===== config.mk =====
export PLATFORM = sky130hd
export DESIGN_NAME = comparador_umbral_seq
export DESIGN_NICKNAME = d
export VERILOG_FILES = /design/src/rtl/comparador_pkg.sv /design/src/rtl/sat_counter.sv /design/src/rtl/comparador_umbral_seq.sv
export SDC_FILE = /design/constraint.sdc
export NUM_CORES = 1
export LEC_CHECK = 0
export ABC_CLOCK_PERIOD_IN_PS = 1500
export CORE_MARGIN = 2
export CORE_UTILIZATION = 30
export CTS_CLUSTER_SIZE = 40
export DETAILED_ROUTE_END_ITERATION = 10
export MAX_ROUTING_LAYER = met4
export PLACE_DENSITY = 0.67
export SYNTH_ARGS = -nofsm -noshare
export SYNTH_HDL_FRONTEND = slang
export SYNTH_SLANG_ARGS = --single-unit

===== constraint.sdc =====
create_clock -name clk -period 1.5 [get_ports clk]
set_clock_uncertainty 0.05 [all_clocks]
set_input_delay 0.3 -clock clk [delete_from_list [all_inputs] [get_ports clk]]
set_output_delay 0.3 -clock clk [all_outputs]
set_load 0.005 [all_outputs]

===== src/rtl/comparador_pkg.sv =====
// comparador_pkg
// Shared definitions for the threshold comparator:
//   - state_t      : run-tracking FSM states (IDLE, RUN, ALARM)
//   - DEF_WIDTH    : default sample/threshold width
//   - DEF_THRESH   : default threshold loaded at reset (legacy "less than 3")
//   - DEF_RUN_LEN  : default number of consecutive hits that raise the alarm
//   - DEF_CNT_W    : default width of the statistics counters
package comparador_pkg;

    typedef enum logic [1:0] {
        IDLE  = 2'd0,
        RUN   = 2'd1,
        ALARM = 2'd2
    } state_t;

    localparam int DEF_WIDTH   = 3;
    localparam int DEF_THRESH  = 3;
    localparam int DEF_RUN_LEN = 3;
    localparam int DEF_CNT_W   = 8;

endpackage


===== src/rtl/sat_counter.sv =====
// sat_counter
// Up-counter that sticks at its maximum value instead of wrapping.
// Ports:
//   clk  in   clock, rising edge
//   rst  in   asynchronous active-high reset (q -> 0)
//   clr  in   synchronous clear (q -> 0), has priority over inc
//   inc  in   increment request
//   q    out  CNT_W-bit count
module sat_counter #(
    parameter int CNT_W = 8
) (
    input  logic             clk,
    input  logic             rst,
    input  logic             clr,
    input  logic             inc,
    output logic [CNT_W-1:0] q
);

    localparam logic [CNT_W-1:0] CNT_MAX = {CNT_W{1'b1}};

    always_ff @(posedge clk or posedge rst) begin
        if (rst) begin
            q <= '0;
        end else if (clr) begin
            q <= '0;
        end else if (inc && (q != CNT_MAX)) begin
            q <= q + 1'b1;
        end
    end

endmodule


===== src/rtl/comparador_umbral_seq.sv =====
// comparador_umbral_seq
// Registers a "sample strictly below threshold" flag for every valid sample,
// tracks runs of consecutive below-threshold samples and raises a level alarm
// once RUN_LEN hits in a row have been seen. Idle cycles do not break a run.
//
// Optional statistics: define COMPARADOR_STATS_EN to build saturating hit and
// total counters; without it hit_cnt/total_cnt are constant 0.
//
// Handshake: in_valid qualifies in_data for one cycle, no backpressure.
// out_valid is a one-cycle pulse, one clock after the accepted sample, and
// f is meaningful while out_valid=1 (it holds its last value otherwise).
//
// Ports:
//   clk, rst          clock, asynchronous active-high reset
//   clr               synchronous clear of FSM and counters (not thr/f/out_valid)
//   thr_load, thr_in  threshold load; a same-cycle sample uses the old threshold
//   in_valid, in_data sample input (unsigned)
//   out_valid, f      registered comparison result
//   alarm             1 while the FSM is in ALARM
//   hit_cnt, total_cnt saturating statistics
//   state_dbg         current FSM state (comparador_pkg::state_t encoding)
module comparador_umbral_seq
    import comparador_pkg::*;
#(
    parameter int WIDTH      = DEF_WIDTH,
    parameter int THRESH_RST = DEF_THRESH,
    parameter int RUN_LEN    = DEF_RUN_LEN,
    parameter int CNT_W      = DEF_CNT_W
) (
    input  logic             clk,
    input  logic             rst,
    input  logic             clr,
    input  logic             thr_load,
    input  logic [WIDTH-1:0] thr_in,
    input  logic             in_valid,
    input  logic [WIDTH-1:0] in_data,
    output logic             out_valid,
    output logic             f,
    output logic             alarm,
    output logic [CNT_W-1:0] hit_cnt,
    output logic [CNT_W-1:0] total_cnt,
    output logic [1:0]       state_dbg
);

    localparam int               RUN_W   = $clog2(RUN_LEN + 1);
    localparam logic [RUN_W-1:0] RUN_MAX = RUN_W'(RUN_LEN);

    logic [WIDTH-1:0] thr;
    logic             hit;
    state_t           state, state_n;
    logic [RUN_W-1:0] run, run_n;

    // Combinational compare against the current (pre-load) threshold.
    assign hit = (in_data < thr);

    always_ff @(posedge clk or posedge rst) begin
        if (rst) begin
            thr <= WIDTH'(THRESH_RST);
        end else if (thr_load) begin
            thr <= thr_in;
        end
    end

    // clr deliberately does not affect the flag path.
    always_ff @(posedge clk or posedge rst) begin
        if (rst) begin
            out_valid <= 1'b0;
            f         <= 1'b0;
        end else begin
            out_valid <= in_valid;
            if (in_valid) begin
                f <= hit;
            end
        end
    end

    always_ff @(posedge clk or posedge rst) begin
        if (rst) begin
            state <= IDLE;
            run   <= '0;
        end else begin
            state <= state_n;
            run   <= run_n;
        end
    end

    // clr wins over a coincident sample: the sample is flagged but not tracked.
    always_comb begin
        state_n = state;
        run_n   = run;
        if (clr) begin
            state_n = IDLE;
            run_n   = '0;
        end else if (in_valid) begin
            case (state)
                IDLE: begin
                    if (hit) begin
                        state_n = RUN;
                        run_n   = RUN_W'(1);
                    end
                end
                RUN: begin
                    if (hit) begin
                        run_n = run + 1'b1;
                        if ((run + 1'b1) == RUN_MAX) begin
                            state_n = ALARM;
                        end
                    end else begin
                        state_n = IDLE;
                        run_n   = '0;
                    end
                end
                ALARM: begin
                    if (hit) begin
                        run_n = RUN_MAX;
                    end else begin
                        state_n = IDLE;
                        run_n   = '0;
                    end
                end
                default: begin
                    state_n = IDLE;
                    run_n   = '0;
                end
            endcase
        end
    end

    // State is registered on the same edge as out_valid, so alarm lines up
    // with the flag of the RUN_LEN-th consecutive hit.
    assign alarm     = (state == ALARM);
    assign state_dbg = state;

`ifdef COMPARADOR_STATS_EN
    logic inc_total, inc_hit;

    assign inc_total = in_valid;
    assign inc_hit   = in_valid && hit;

    sat_counter #(.CNT_W(CNT_W)) u_hit_cnt (
        .clk (clk),
        .rst (rst),
        .clr (clr),
        .inc (inc_hit),
        .q   (hit_cnt)
    );

    sat_counter #(.CNT_W(CNT_W)) u_total_cnt (
        .clk (clk),
        .rst (rst),
        .clr (clr),
        .inc (inc_total),
        .q   (total_cnt)
    );
`else
    assign hit_cnt   = '0;
    assign total_cnt = '0;
`endif

endmodule


==> results.md <==
- Via-per-instance ratio: about 4.2
- Number of remaining DRC errors: 0
- Arrival time of the worst setup path: about 1800 ps
- Syn-to-layout area delta: 44.6%
- CTS sink count: 9
- Vias in the first global route: approximately 470
- Sequential Area: between 200 and 250 um^2
- Clk slew on worst S/H paths: 60 ps
- Final Hold Viols: 0
- Seq cells post-synth: 9
- Die height: around 49 um
- Leak: 0.408 nW
- ANT cells: 0
- TNS Setup: -572 ps
- Yosys Warn Count: 0
- Int Power: 0.482 mW
- CTS tree: done
- Crit path launch type: register
- Root Driver: clkbuf_4
- R2R Path Start: thr[1]
- Cell area after synthesis: between 500 and 600 um^2
- H-tree Lvls: 1
- GP Congestion: a little under 0.7
- Sequential-to-total area share from yosys stat: 0.381
- Setup slack, reg-to-reg: -150 ps
- Max-slew violation count: 0
- Final core utilization: 0.450
- Via count: about 490
- Routed Antenna Nets: 0
- Inserted Clock Buffers: 3
- Filler cells: between 150 and 200
- Pwr per Cell Area: 760 nW/um^2
- Fin crit period: approximately 1700 ps
- Routed WL per cell: ~11 um
- Net Sw Frac: 0.266
- Core Area: between 1500 and 2000 um^2
- Multi-input gate area: about 330 um^2
- Final hold slack: around 260 ps
- Synthesized area per cell: roughly 9.6 um^2
- Global-route usage over all layers: 0.125
- Mapped Cells: 62
- Layout cell share with drive strength beyond 1: 0.273
- Crit path kind: register to register
- Final setup viols: 5
- Status: finished with violations
- Reg power frac: 0.423
- Total wire length: 1.24 mm
- 1st-iter DRT viols: 9
- Initial antenna violation count: 0
- Die width: approximately 50 um
- Die area: 2370 um^2
- Max Fclk: between 600 and 700 MHz
- Initial Utilization: 0.311
- GRT Residual Overflow: 0
- Clk buf depth: 2
- Worst VDD drop: 0.290 mV
- # Max-Cap Violations: 0
- Gate power share: 0.294
- Clock power frac: 0.282
- Post-synth cell types: 25
- Worst Hold Class: primary input to async pin
- Period utilization: 1.10
- Worst R2R End: run[1]
- Failing checks: setup timing
- Ports: 32
- R2R cell count: 5
- Final WS setup: -154 ps
- Rows: 16
- RSZ-0062 raised after global routing: yes
- Setup crit end kind: register
- First-pass GRT wire length: 2.13 mm
- Nets: around 100
- Worst skew pair latency: roughly 250 ps
- Buffers on Ports: 15
- P_sw: roughly 0.17 mW
- Crit-path max FO: 3
- Detailed Routing Iterations Pass 1: 3
- Pin count of the biggest net entering global routing: 10
- WP data required: 1630 ps
- Post-DP HPWL: 904 um
-- state kept, by name, summed over array words and instances, names as in the netlist --
signal and count:
run 2, f 1, thr 3, out_valid 1
state_dbg 2
-- worst max-delay path, cell delays in order, from the launching register on --
cell	delay [ps]
dfstp_2	530
inv_2	40
ha_4	260
a31oi_4	80
or4b_1	470
a31oi_1	140
-- worst max-delay path by stage --
stage                           from     end
after CTS                     thr[1]  run[1]
after global routing          thr[1]  run[1]
after global placement    in_data[2]  run[1]
after detailed placement  in_data[2]  run[1]
final                         thr[1]  run[1]
after floorplan               thr[1]  run[1]
-- cell type report --
cell class                      count  share of cell area
Clock buffer                        4              0.0304
Inverter                            5              0.0217
Multi-Input combinational cell     46               0.384
Sequential cell                     9               0.263
Tap cell                           27              0.0391
Timing Repair Buffer               24               0.262
-- cells in the final DEF (no fill, tap or decap), types with 2 or more instances in the layout --
cell type / n
nand2b_1: 3
inv_2: 2
ha_4: 2
buf_6: 3
buf_4: 6
clkbuf_4: 3
o21ai_0: 4
clkdlybuf4s50_1: 10
conb_1: 16
dfstp_2: 2
dfrtp_1: 7
nor3b_1: 2
inv_1: 3
dlygate4sd2_1: 4
nand2_1: 3
-- power groups by stage --
stage	Clock (mW)	Combinational [mW]	Sequential, mW
6_report	0.185	0.194	0.278
5_1_grt	0.216	0.213	0.280
4_1_cts	0.196	0.189	0.278
3_5_place_dp	0	0.166	0.281
3_3_place_gp	0	0.163	0.281
2_1_floorplan	0	0.108	0.283
-- cells in the mapped netlist (all sizes together) --
cell type / n / area (um^2)
nor2b: 1 / 6.26
nor3: 1 / 5.00
mux2: 2 / 22.5
dfstp: 2 / 52.6
o21ai: 4 / 20.0
a32oi: 1 / 8.76
clkbuf: 1 / 3.75
nor2: 1 / 3.75
a311o: 1 / 10.0
buf: 16 / 120
and3: 1 / 7.51
or4b: 1 / 10.0
nand4b: 1 / 8.76
a21o: 1 / 7.51
o211ai: 1 / 7.51
ha: 3 / 37.5
inv: 5 / 18.8
nor3b: 2 / 15.0
nand2: 3 / 11.3
nand2b: 3 / 18.8
dfrtp: 7 / 175
conb: 1 / 3.75
a31oi: 2 / 18.8
a21oi: 1 / 5.00
-- stage by stage --
step | instance area, um^2 | setup slack [ps] | instances | total power [mW]
after global placement | 792 | -479 | 109 | 0.444
final | 865 | -154 | 115 | 0.657
after global routing | 865 | -194 | 115 | 0.710
after floorplan | 679 | -107 | 77 | 0.391
after detailed placement | 792 | -535 | 109 | 0.447
after CTS | 851 | -194 | 114 | 0.663
-- timing repair --
action                     4_1_cts  5_1_grt
hold buffers                     0        0
resized for setup               11        2
setup endpoints to repair        8        6
buffers inserted                 1        1
pin swaps                        3        3
-- kinds of logic after synthesis --
kind of cell,after synthesis,share of synthesized area
DFF,9,0.381
and+or+nand+nor,14,0.144
AOI/OAI and AO/OA,11,0.130
adders and majority gates,3,0.0628
other,1,0.00627
muxes,2,0.0377
buffers and inverters,22,0.238
-- layer usage --
metal | vias to the layer above | share of wire | GRT usage
met5 | - | 0 | -
met4 | 0 | 0.010 | 0.0714
met3 | 2 | 0.073 | 0.0494
met2 | 18 | 0.51 | 0.196
met1 | 233 | 0.41 | 0.133
li1 | 234 | - | -
(Power assumes the default switching activity.)
